$ cat src/rtl/jvm_decoder_pkg.sv
// Shared definitions for the JVM bytecode decode stage: FSM encoding, class
// codes, decode-word field positions and opcode range boundaries.
package jvm_decoder_pkg;

  typedef enum logic [1:0] {
    ST_IDLE   = 2'd0,
    ST_DECODE = 2'd1,
    ST_SEND   = 2'd2,
    ST_DONE   = 2'd3
  } dec_state_e;

  localparam logic [3:0] CLS_NOP         = 4'h0;
  localparam logic [3:0] CLS_CONST       = 4'h1;
  localparam logic [3:0] CLS_LOAD        = 4'h2;
  localparam logic [3:0] CLS_STORE       = 4'h3;
  localparam logic [3:0] CLS_ALOAD       = 4'h4;
  localparam logic [3:0] CLS_ASTORE      = 4'h5;
  localparam logic [3:0] CLS_STACK       = 4'h6;
  localparam logic [3:0] CLS_ARITH       = 4'h7;
  localparam logic [3:0] CLS_CONVERT     = 4'h8;
  localparam logic [3:0] CLS_COMPARE     = 4'h9;
  localparam logic [3:0] CLS_BRANCH      = 4'hA;
  localparam logic [3:0] CLS_IINC        = 4'hB;
  localparam logic [3:0] CLS_UNSUPPORTED = 4'hF;

  localparam int OPC_MSB   = 31;
  localparam int OPC_LSB   = 24;
  localparam int VALID_BIT = 17;

  localparam logic [7:0] OP_NOP         = 8'h00;
  localparam logic [7:0] OP_ACONST_NULL = 8'h01;
  localparam logic [7:0] OP_ICONST_LO   = 8'h02;
  localparam logic [7:0] OP_ICONST_HI   = 8'h08;
  localparam logic [7:0] OP_LCONST_LO   = 8'h09;
  localparam logic [7:0] OP_FCONST_LO   = 8'h0B;
  localparam logic [7:0] OP_DCONST_LO   = 8'h0E;
  localparam logic [7:0] OP_DCONST_HI   = 8'h0F;
  localparam logic [7:0] OP_BIPUSH      = 8'h10;
  localparam logic [7:0] OP_SIPUSH      = 8'h11;
  localparam logic [7:0] OP_LOAD_LO     = 8'h15;
  localparam logic [7:0] OP_LOAD_HI     = 8'h19;
  localparam logic [7:0] OP_LOADN_LO    = 8'h1A;
  localparam logic [7:0] OP_LOADN_HI    = 8'h2D;
  localparam logic [7:0] OP_ALOAD_LO    = 8'h2E;
  localparam logic [7:0] OP_ALOAD_HI    = 8'h35;
  localparam logic [7:0] OP_STORE_LO    = 8'h36;
  localparam logic [7:0] OP_STORE_HI    = 8'h3A;
  localparam logic [7:0] OP_STOREN_LO   = 8'h3B;
  localparam logic [7:0] OP_STOREN_HI   = 8'h4E;
  localparam logic [7:0] OP_ASTORE_LO   = 8'h4F;
  localparam logic [7:0] OP_ASTORE_HI   = 8'h56;
  localparam logic [7:0] OP_STACK_LO    = 8'h57;
  localparam logic [7:0] OP_STACK_HI    = 8'h5F;
  localparam logic [7:0] OP_ARITH_LO    = 8'h60;
  localparam logic [7:0] OP_ARITH_HI    = 8'h83;
  localparam logic [7:0] OP_IINC        = 8'h84;
  localparam logic [7:0] OP_CONV_LO     = 8'h85;
  localparam logic [7:0] OP_CONV_HI     = 8'h93;
  localparam logic [7:0] OP_CMP_LO      = 8'h94;
  localparam logic [7:0] OP_CMP_HI      = 8'h98;
  localparam logic [7:0] OP_BRANCH_LO   = 8'h99;
  localparam logic [7:0] OP_BRANCH_HI   = 8'hA8;

  function automatic logic [31:0] pack_decode(input logic [7:0]  opcode,
                                              input logic [3:0]  cls,
                                              input logic [1:0]  len,
                                              input logic        valid,
                                              input logic [15:0] imm);
    return {opcode, cls, len, valid, 1'b0, imm};
  endfunction

endpackage

$ cat src/rtl/jvm_opcode_classifier.sv
// Purely combinational opcode classifier: fetched word in, class, length,
// valid flag and 16-bit immediate out.
module jvm_opcode_classifier
  import jvm_decoder_pkg::*;
(
  input  logic [31:0] instr,
  output logic [3:0]  cls,
  output logic [1:0]  length,
  output logic        valid,
  output logic [15:0] imm
);

  logic [7:0] op_s;
  logic [7:0] iconst_off_s;
  logic [7:0] grp_off_s;
  logic [1:0] loadn_idx_s;
  logic [1:0] storen_idx_s;
  logic       unused_s;

  assign op_s         = instr[OPC_MSB:OPC_LSB];
  assign iconst_off_s = op_s - 8'h03;
  assign loadn_idx_s  = op_s[1:0] - 2'b10;
  assign storen_idx_s = op_s[1:0] - 2'b11;
  assign unused_s     = ^instr[7:0];

  // Offset of an lconst/fconst/dconst opcode from its own group base
  always_comb begin
    grp_off_s = 8'h00;
    if (op_s < OP_FCONST_LO) begin
      grp_off_s = op_s - OP_LCONST_LO;
    end else if (op_s < OP_DCONST_LO) begin
      grp_off_s = op_s - OP_FCONST_LO;
    end else begin
      grp_off_s = op_s - OP_DCONST_LO;
    end
  end

  // Opcode range table lookup
  always_comb begin
    cls    = CLS_UNSUPPORTED;
    length = 2'd1;
    valid  = 1'b1;
    imm    = 16'h0000;
    if (op_s == OP_NOP) begin
      cls = CLS_NOP;
    end else if (op_s == OP_ACONST_NULL) begin
      cls = CLS_CONST;
    end else if (op_s >= OP_ICONST_LO && op_s <= OP_ICONST_HI) begin
      cls = CLS_CONST;
      imm = {{8{iconst_off_s[7]}}, iconst_off_s};
    end else if (op_s >= OP_LCONST_LO && op_s <= OP_DCONST_HI) begin
      cls = CLS_CONST;
      imm = {8'h00, grp_off_s};
    end else if (op_s == OP_BIPUSH) begin
      cls    = CLS_CONST;
      length = 2'd2;
      imm    = {{8{instr[23]}}, instr[23:16]};
    end else if (op_s == OP_SIPUSH) begin
      cls    = CLS_CONST;
      length = 2'd3;
      imm    = instr[23:8];
    end else if (op_s >= OP_LOAD_LO && op_s <= OP_LOAD_HI) begin
      cls    = CLS_LOAD;
      length = 2'd2;
      imm    = {8'h00, instr[23:16]};
    end else if (op_s >= OP_LOADN_LO && op_s <= OP_LOADN_HI) begin
      cls = CLS_LOAD;
      imm = {14'd0, loadn_idx_s};
    end else if (op_s >= OP_ALOAD_LO && op_s <= OP_ALOAD_HI) begin
      cls = CLS_ALOAD;
    end else if (op_s >= OP_STORE_LO && op_s <= OP_STORE_HI) begin
      cls    = CLS_STORE;
      length = 2'd2;
      imm    = {8'h00, instr[23:16]};
    end else if (op_s >= OP_STOREN_LO && op_s <= OP_STOREN_HI) begin
      cls = CLS_STORE;
      imm = {14'd0, storen_idx_s};
    end else if (op_s >= OP_ASTORE_LO && op_s <= OP_ASTORE_HI) begin
      cls = CLS_ASTORE;
    end else if (op_s >= OP_STACK_LO && op_s <= OP_STACK_HI) begin
      cls = CLS_STACK;
    end else if (op_s >= OP_ARITH_LO && op_s <= OP_ARITH_HI) begin
      cls = CLS_ARITH;
    end else if (op_s == OP_IINC) begin
      cls    = CLS_IINC;
      length = 2'd3;
      imm    = instr[23:8];
    end else if (op_s >= OP_CONV_LO && op_s <= OP_CONV_HI) begin
      cls = CLS_CONVERT;
    end else if (op_s >= OP_CMP_LO && op_s <= OP_CMP_HI) begin
      cls = CLS_COMPARE;
    end else if (op_s >= OP_BRANCH_LO && op_s <= OP_BRANCH_HI) begin
      cls    = CLS_BRANCH;
      length = 2'd3;
      imm    = instr[23:8];
    end else begin
      cls   = CLS_UNSUPPORTED;
      valid = 1'b0;
    end
  end

endmodule

$ cat src/rtl/jvm_bytecode_decoder.sv
// Decode stage: IDLE/DECODE/SEND/DONE handshake FSM around the opcode classifier.
// Optional DECODER_TIMEOUT_EN aborts a SEND stalled with the wait counter at 7.
module jvm_bytecode_decoder
  import jvm_decoder_pkg::*;
#(
  parameter int BYTE      = 8,
  parameter int WIDTH_IN  = 4*BYTE,
  parameter int WIDTH_OUT = 4*BYTE
) (
  input  logic                 clk,
  input  logic                 reset,
  input  logic                 start,
  output logic                 ready,
  input  logic [WIDTH_IN-1:0]  instruction_in,
  output logic [WIDTH_OUT-1:0] instruction_out,
  output logic                 start_for_memory,
  input  logic                 ready_for_memory,
  output logic [2:0]           counter,
  output logic [1:0]           state,
  output logic [1:0]           next_state,
  output logic                 send,
  output logic                 done
);

  dec_state_e           state_r;
  dec_state_e           state_next_s;
  logic [WIDTH_IN-1:0]  instr_r;
  logic [WIDTH_OUT-1:0] instr_out_r;
  logic [2:0]           counter_r;
  logic                 done_r;
  logic                 ready_r;
  logic                 send_r;
  logic [3:0]           cls_s;
  logic [1:0]           len_s;
  logic                 valid_s;
  logic [15:0]          imm_s;
  logic [31:0]          decode_word_s;
  logic                 timeout_s;

  jvm_opcode_classifier u_classifier (
    .instr  (instr_r),
    .cls    (cls_s),
    .length (len_s),
    .valid  (valid_s),
    .imm    (imm_s)
  );

  assign decode_word_s = pack_decode(instr_r[OPC_MSB:OPC_LSB], cls_s, len_s, valid_s, imm_s);

`ifdef DECODER_TIMEOUT_EN
  assign timeout_s = (state_r == ST_SEND) && !ready_for_memory && (counter_r == 3'd7);
`else
  assign timeout_s = 1'b0;
`endif

  // Next-state logic
  always_comb begin
    state_next_s = state_r;
    case (state_r)
      ST_IDLE: begin
        if (start) begin
          state_next_s = ST_DECODE;
        end else begin
          state_next_s = ST_IDLE;
        end
      end
      ST_DECODE: state_next_s = ST_SEND;
      ST_SEND: begin
        if (ready_for_memory || timeout_s) begin
          state_next_s = ST_DONE;
        end else begin
          state_next_s = ST_SEND;
        end
      end
      ST_DONE: state_next_s = ST_IDLE;
      default: state_next_s = ST_IDLE;
    endcase
  end

  // State, datapath and status flags; flags are precomputed from next state
  always_ff @(posedge clk) begin
    if (reset) begin
      state_r     <= ST_IDLE;
      instr_r     <= '0;
      instr_out_r <= '0;
      counter_r   <= 3'd0;
      done_r      <= 1'b0;
      ready_r     <= 1'b1;
      send_r      <= 1'b0;
    end else begin
      state_r <= state_next_s;
      done_r  <= (state_next_s == ST_DONE);
      ready_r <= (state_next_s == ST_IDLE);
      send_r  <= (state_next_s == ST_SEND);
      case (state_r)
        ST_IDLE: begin
          if (start) begin
            instr_r <= instruction_in;
          end
        end
        ST_DECODE: begin
          instr_out_r <= decode_word_s;
          counter_r   <= 3'd0;
        end
        ST_SEND: begin
          if (timeout_s) begin
            instr_out_r[VALID_BIT] <= 1'b0;
          end else if (!ready_for_memory && counter_r != 3'd7) begin
            counter_r <= counter_r + 3'd1;
          end
        end
        default: begin
        end
      endcase
    end
  end

  assign ready            = ready_r;
  assign send             = send_r;
  assign start_for_memory = send_r;
  assign done             = done_r;
  assign counter          = counter_r;
  assign instruction_out  = instr_out_r;
  assign state            = state_r;
  assign next_state       = state_next_s;

endmodule

$ cat config.mk
export PLATFORM = sky130hd
export DESIGN_NAME = jvm_bytecode_decoder
export DESIGN_NICKNAME = d
export VERILOG_FILES = /design/src/rtl/jvm_decoder_pkg.sv /design/src/rtl/jvm_opcode_classifier.sv /design/src/rtl/jvm_bytecode_decoder.sv
export SDC_FILE = /design/constraint.sdc
export NUM_CORES = 1
export LEC_CHECK = 0
export ABC_AREA = 1
export BUFFER_PORTS_ARGS = -buffer_cell sky130_fd_sc_hd__buf_4
export CAP_MARGIN = 20
export CORE_MARGIN = 2
export CORE_UTILIZATION = 37
export DETAILED_ROUTE_END_ITERATION = 8
export PLACE_DENSITY = 0.67
export SYNTH_ARGS = -nofsm -noshare
export SYNTH_HDL_FRONTEND = slang
export SYNTH_SLANG_ARGS = --single-unit
$ cat constraint.sdc
create_clock -name clk -period 2.9 [get_ports clk]
set_input_delay 0.58 -clock clk [delete_from_list [all_inputs] [get_ports clk]]
set_output_delay 0.58 -clock clk [all_outputs]
set_load 0.01 [all_outputs]
Word level (Yosys, flattened, before mapping)
Index checks and enable logic that the tools add are counted.
{"block": "word_totals", "register_bits": 71, "input_bits": 36, "output_inout_bits": 43}
{"block": "op_classes", "add_sub_neg": 7, "n_lt_le_gt_ge": 28, "eq_ne": 11, "mux": 79, "reduce_logical": 21}
{"cell": "$mux 16", "n": 18}
{"cell": "$mux 4", "n": 17}
{"cell": "$mux 2", "n": 18}
{"cell": "$le 8x8->1 const B", "n": 4}
{"cell": "$ge 8x6->1 const B", "n": 3}
{"cell": "$ge 8x7->1 const B", "n": 3}
{"cell": "$ge 8x8->1 const B", "n": 3}
{"cell": "$le 8x6->1 const B", "n": 3}
{"cell": "$le 8x7->1 const B", "n": 3}
{"cell": "$sub 8x4->8 const B", "n": 3}
{"cell": "$mux 1", "n": 20}
{"cell": "$eq 8x5->1 const B", "n": 2}
{"cell": "$ge 8x5->1 const B", "n": 2}
{"cell": "$le 8x4->1 const B", "n": 2}
{"cell": "$lt 8x4->1 const B", "n": 2}
{"cell": "$mux 8", "n": 2}
{"cell": "$logic_and 1x1->1", "n": 14}
{"cell": "$eq 2x2->1 const B", "n": 4}
{"cell": "$eq 8x1->1 const B", "n": 1}
{"cell": "$eq 8x8->1 const B", "n": 1}
{"cell": "$ge 8x2->1 const B", "n": 1}
{"cell": "$ge 8x4->1 const B", "n": 1}
{"cell": "$le 8x5->1 const B", "n": 1}
{"cell": "$logic_not 8->1", "n": 1}
{"cell": "other kinds (13)", "n": 17}

Depth between registers and ports, before layout
{"block": "depth", "depth_word": 20, "depth_mapped": 20}

Hierarchy
From an unflattened synthesis, not the netlist that was laid out.
{"block": "unflattened", "hier_cells": 654, "hier_area_um2": 4275.4}
{"mod": "jvm_bytecode_decoder", "instances": 1, "cells_per_inst": 319, "area_per_inst_um2": 2568.7}
{"mod": "jvm_opcode_classifier", "instances": 1, "cells_per_inst": 335, "area_per_inst_um2": 1706.6}

Worst setup path after synthesis
OpenSTA, ideal clock, no wires.
{"block": "synth_timing", "kind": "register to register", "startpoint": "register instr_r[24]", "endpoint": "register instr_out_r[8] (netlist: instruction_out[8])", "setup_ns": 0.137, "t_arrival_ns": 1.869, "required_time_ns": 2.763, "slack_ns": 0.894, "stages_incl_launch_ff": 14, "synth_period_minus_slack_ns": 2.006, "cell_sequence": "dfxtp_1 inv_1 buf_2 ha_1 nand2_2 nor2_1 inv_2 nor2_8 inv_4 or2_4 nand3_2 a21oi_1 o21ai_1 a21oi_1"}
{"block": "synth_via", "elab_chain_len": 20, "word_cells_on_any_way": 63}
{"element": "start, declared", "line": "jvm_bytecode_decoder.sv:27", "rtl": "logic [WIDTH_IN-1:0] instr_r;"}
{"element": "start signal, assigned", "line": "jvm_bytecode_decoder.sv:98", "rtl": "instr_r <= instruction_in;"}
{"element": "$ge 8x8->1 or $le 8x8->1 (tied branches)", "line": "jvm_opcode_classifier.sv:92", "rtl": "end else if (op_s >= OP_BRANCH_LO && op_s <= OP_BRANCH_HI) begin"}
{"element": "$logic_and 1x1->1", "line": "jvm_opcode_classifier.sv:92"}
{"element": "$mux 16", "line": "jvm_opcode_classifier.sv:92"}
{"element": "$mux 16", "line": "jvm_opcode_classifier.sv:90", "rtl": "end else if (op_s >= OP_CMP_LO && op_s <= OP_CMP_HI) begin"}
{"element": "$mux 16", "line": "jvm_opcode_classifier.sv:88", "rtl": "end else if (op_s >= OP_CONV_LO && op_s <= OP_CONV_HI) begin"}
{"element": "$mux 16", "line": "jvm_opcode_classifier.sv:84", "rtl": "end else if (op_s == OP_IINC) begin"}
{"element": "$mux 16", "line": "jvm_opcode_classifier.sv:82", "rtl": "end else if (op_s >= OP_ARITH_LO && op_s <= OP_ARITH_HI) begin"}
{"element": "$mux 16", "line": "jvm_opcode_classifier.sv:80", "rtl": "end else if (op_s >= OP_STACK_LO && op_s <= OP_STACK_HI) begin"}
{"element": "[... 4 more ...]"}
{"element": "$mux 16", "line": "jvm_opcode_classifier.sv:66", "rtl": "end else if (op_s >= OP_LOADN_LO && op_s <= OP_LOADN_HI) begin"}
{"element": "$mux 16", "line": "jvm_opcode_classifier.sv:62", "rtl": "end else if (op_s >= OP_LOAD_LO && op_s <= OP_LOAD_HI) begin"}
{"element": "$mux 16", "line": "jvm_opcode_classifier.sv:58", "rtl": "end else if (op_s == OP_SIPUSH) begin"}
{"element": "$mux 16", "line": "jvm_opcode_classifier.sv:54", "rtl": "end else if (op_s == OP_BIPUSH) begin"}
{"element": "$mux 16", "line": "jvm_opcode_classifier.sv:51", "rtl": "end else if (op_s >= OP_LCONST_LO && op_s <= OP_DCONST_HI) begin"}
{"element": "$mux 16", "line": "jvm_opcode_classifier.sv:48", "rtl": "end else if (op_s >= OP_ICONST_LO && op_s <= OP_ICONST_HI) begin"}
{"element": "$mux 16", "line": "jvm_opcode_classifier.sv:46", "rtl": "end else if (op_s == OP_ACONST_NULL) begin"}
{"element": "$mux 16 (*)", "line": "jvm_opcode_classifier.sv:44", "rtl": "if (op_s == OP_NOP) begin"}
{"element": "end signal, assigned", "line": "jvm_bytecode_decoder.sv:102", "rtl": "instr_out_r <= decode_word_s;"}
{"element": "end, declared", "line": "jvm_bytecode_decoder.sv:28", "rtl": "logic [WIDTH_OUT-1:0] instr_out_r;"}
Mark *: on every way between the ends. The rest lies on a longest branch, timed or not.
A chain may end at the register's enable or synchronous reset.

Worst setup path after layout
{"block": "layout_timing", "startpoint": "register instr_r[27]", "endpoint": "register instr_out_r[17] (netlist: instruction_out[17])"}
{"block": "layout_via", "elab_chain_len": 20, "word_cells_on_any_way": 62}
{"element": "$ge 8x8->1 or $le 8x8->1 (tied branches)", "line": "jvm_opcode_classifier.sv:92"}
{"element": "$logic_and 1x1->1", "line": "jvm_opcode_classifier.sv:92"}
{"element": "$mux 1", "line": "jvm_opcode_classifier.sv:92"}
{"element": "$mux 1", "line": "jvm_opcode_classifier.sv:90"}
{"element": "$mux 1", "line": "jvm_opcode_classifier.sv:88"}
{"element": "$mux 1", "line": "jvm_opcode_classifier.sv:84"}
{"element": "$mux 1", "line": "jvm_opcode_classifier.sv:82"}
{"element": "$mux 1", "line": "jvm_opcode_classifier.sv:80"}
{"element": "[... 4 more ...]"}
{"element": "$mux 1", "line": "jvm_opcode_classifier.sv:66"}
{"element": "$mux 1", "line": "jvm_opcode_classifier.sv:62"}
{"element": "$mux 1", "line": "jvm_opcode_classifier.sv:58"}
{"element": "$mux 1", "line": "jvm_opcode_classifier.sv:54"}
{"element": "$mux 1", "line": "jvm_opcode_classifier.sv:51"}
{"element": "$mux 1", "line": "jvm_opcode_classifier.sv:48"}
{"element": "$mux 1", "line": "jvm_opcode_classifier.sv:46"}
{"element": "$mux 1 (*)", "line": "jvm_opcode_classifier.sv:44"}
Marked as above.

==> impl_metrics.tcl <==
set metrics [dict create \
    cts.htree.levels 3 \
    seq_power_share_pct 36.2 \
    fin_cells 784 \
    grt_pass1_vias 3823 \
    post_drt_wl_per_cell_um 13.9 \
    fin_nets 692 \
    netlist.area_leader.share_pct 32.5 \
    period_needed_ns 2.41 \
    dp_hpwl_um 8270 \
    yosysTopAreaCell "dfxtp_1" \
    p_int_uw 1840 \
    power.density_nw_per_um2 599 \
    cts_resized 0 \
    ys.flop_type "dfxtp_1" \
    setup_tns_ns 0 \
    status "complete, no violations" \
    clk_pin_slew_ns 0.08 \
    critPathTopFamily "simple AND/OR/NAND/NOR gates" \
    vias 4009 \
    hold_viol_final 0 \
    cp-start-kind "flip-flop" \
    ir_drop_mv 0.299 \
    yosys_warnings 0 \
    area_delta_synth_final_pct 21.6 \
    avgViaCountPerCell 5.11 \
    rr_endpoint "instruction_out[17]" \
    netlist_area_um2 3870 \
    grt_usage_pct 20.2 \
    place_inst 768 \
    drive_gt1_share_pct 21.6 \
    cp_slowest_cell "dfxtp_1" \
    r2r_start "instr_r[27]" \
    synth-edff-count 0 \
    synth.distinct_cells 44 \
    coreArea_um2 10200 \
    post-route-period-util_pct 83.2 \
    cts_root_buf "clkbuf_8" \
    hold_path_end "instruction_out[23]" \
    synth_cells 581 \
    async_flop_share_pct 0 \
    drtIter0Drc 348 \
    leakage_uw 0.00222 \
    path_max_fanout 13 \
    cp_slowest_stage_delay_ns 0.64 \
    initial_core_util_pct 37.9 \
    critPathRequiredTime_ns 3.13 \
    critPathKind "reg2reg" \
    arrival_ns 2.65 \
    switching_share_pct 34.8 \
    place.gp.congestion 0.943 \
    clkPwrFrac_pct 34.0 \
    synth_nets 630 \
    cap_viol_max_count 0 \
    fin_skew_ns 0.0133 \
    cp-end-kind "flip-flop" \
    finalSetupViolations 0 \
    min-delay-start "instruction_out[23]" \
    cts_buffer_depth 2 \
    postCtsHoldBufs 0 \
    route.detailed.drc 0 \
    die_w_um 106 \
    netSwitchingPower_uw 982 \
    cp_cell_sequence "buf_4, nor2_1, nand2_4, inv_2, nor2_4, inv_2, nor3_2, nand4_1, o221ai_1, inv_1" \
    diodes 0 \
    ys_top_cells_by_count "nand2_1, nor2_1, dfxtp_1, a21oi_1, o21ai_0" \
    cts_made_buffers 9 \
    place.port_buffers 69 \
    cts_setup_buffers 0 \
    max_slew_margin_pct 44.7 \
    grt_pass1_wl_um 18400 \
    synth-seq-area-share_pct 32.5 \
    io_pins 79 \
    cts_sinks 63 \
    dr.pass1.iters 5 \
    path_buf_inv 4 \
    grt_max_degree 37 \
    reg2regPathDepth 10 \
    synth-seq-cells 63 \
    grt.overflow.total 0 \
    maxSlewViolCount 0 \
    crit_top_cell "inv_2" \
    max_freq_ghz 0.415 \
    cts_tree "done" \
    hp-class "reg2reg" \
    synth_most_common_cell "nand2_1" \
    dieHeight_um 106 \
    worstMarginPinSlew_ns 0.828 \
    synthTopCellsByArea "dfxtp_1, nand2_1, a21oi_1" \
    worst-r2r-setup-slack_ns 0.49 \
    wl_um 10900 \
    rows 37 \
    clkLatencyLatePin_ns 0.34 \
    rsz0062_at_grt "no" \
    antenna_found_initial 0 \
    ant_nets 0 \
    p_comb_share_pct 29.8 \
    holdPathStages 2 \
    fp.dieArea_um2 11300 \
    syn_avg_cell_area_um2 6.67 \
]
-- final cells by class --
class                      instances  area, µm²
timing repair buffer              77        578
clock buffer                      11        141
clock inverter                     5        104
fill                            1055       5520
multi-input combinational        429       2210
tap                              136        170
sequential                        63       1260
inverter                          63        249
-- placed cells by master, fill, tap and decap left out, types with 2 or more instances in the layout --
cell	netlist	layout
nand2_1	134	134
buf_4	3	77
nor2_1	66	66
dfxtp_1	63	63
a21oi_1	60	60
o21ai_0	53	53
inv_1	47	47
nand3_1	32	32
ha_1	13	13
inv_2	10	10
clkbuf_8	0	10
nor3_1	9	9
o21ai_1	7	7
nand3_2	5	5
nor2_2	5	5
nor2_4	4	4
nand2_2	4	4
o211ai_1	4	4
inv_4	3	3
a31oi_1	3	3
nand2_4	3	3
nand4_1	3	3
a21oi_2	3	3
bufinv_16	0	3
inv_6	1	2
nor2_8	2	2
o21ai_2	2	2
clkinv_1	2	2
o31ai_1	2	2
a221oi_1	2	2
-- power by group through the flow --
stage / Clock [µW] / Sequential (µW) / Combinational, µW
final: 961 / 1020 / 842
after global routing: 1020 / 1030 / 949
after CTS: 977 / 1020 / 835
after detailed placement: 0 / 1040 / 831
after global placement: 0 / 1040 / 821
after floorplan: 0 / 1020 / 592
-- metrics by stage --
step | setup slack [ns] | power, µW | instance area [µm²] | utilization [%] | hold WS (ns)
floorplan | 0.894 | 1620 | 3870 | - | 0.464
global placement | 0.601 | 1860 | 4470 | 43.7 | 0.459
detailed placement | 0.539 | 1870 | 4470 | 43.7 | 0.458
CTS | 0.535 | 2830 | 4710 | 46.1 | 0.469
global route | 0.177 | 3000 | 4710 | 46.1 | 0.489
finish | 0.488 | 2830 | 4710 | 46.1 | 0.468
-- logic make-up after synthesis --
| kind of cell | Yosys count | share of synthesized area (%) |
|---|---|---|
| and+or+nand+nor | 271 | 31.8 |
| AOI/OAI and AO/OA | 142 | 20.5 |
| buffers and inverters | 89 | 10.4 |
| DFF | 63 | 32.5 |
| adders and majority gates | 13 | 4.20 |
| xor gates and xnor gates | 2 | 0.452 |
| other | 1 | 0.0968 |
-- state kept, by name (all words and copies together) (netlist names) --
register	flops
counter	3
done	1
instr_r	24
instruction_out	31
ready	1
send	1
state	2
-- worst min-delay path, delay by kind of cell (launching register included) --
family	cells	cell delay, ns
AND/OR/NAND/NOR	1	0.06
flip-flops	1	0.31
AO/OA/AOI/OAI	1	0.05
-- metal layers --
metal	wire, µm	vias up	GRT usage [%]
met1	5170	1800	28.1
met2	4540	170	30.4
met3	928	20	5.27
li1	-	2019	-
met4	263	0	6.30
met5	0	-	0
-- worst max-delay path by stage --
| stage | start | to | slack, ns | cells past startpoint |
|---|---|---|---|---|
| after floorplan | instr_r[24] | instruction_out[8] | 0.89 | 13 |
| after global placement | instr_r[26] | instruction_out[0] | 0.60 | 18 |
| after detailed placement | instr_r[27] | instruction_out[17] | 0.54 | 10 |
| after CTS | instr_r[27] | instruction_out[17] | 0.53 | 10 |
| after global routing | instr_r[25] | instruction_out[22] | 0.18 | 12 |
| final | instr_r[27] | instruction_out[17] | 0.49 | 10 |
(Power assumes the default switching activity.)
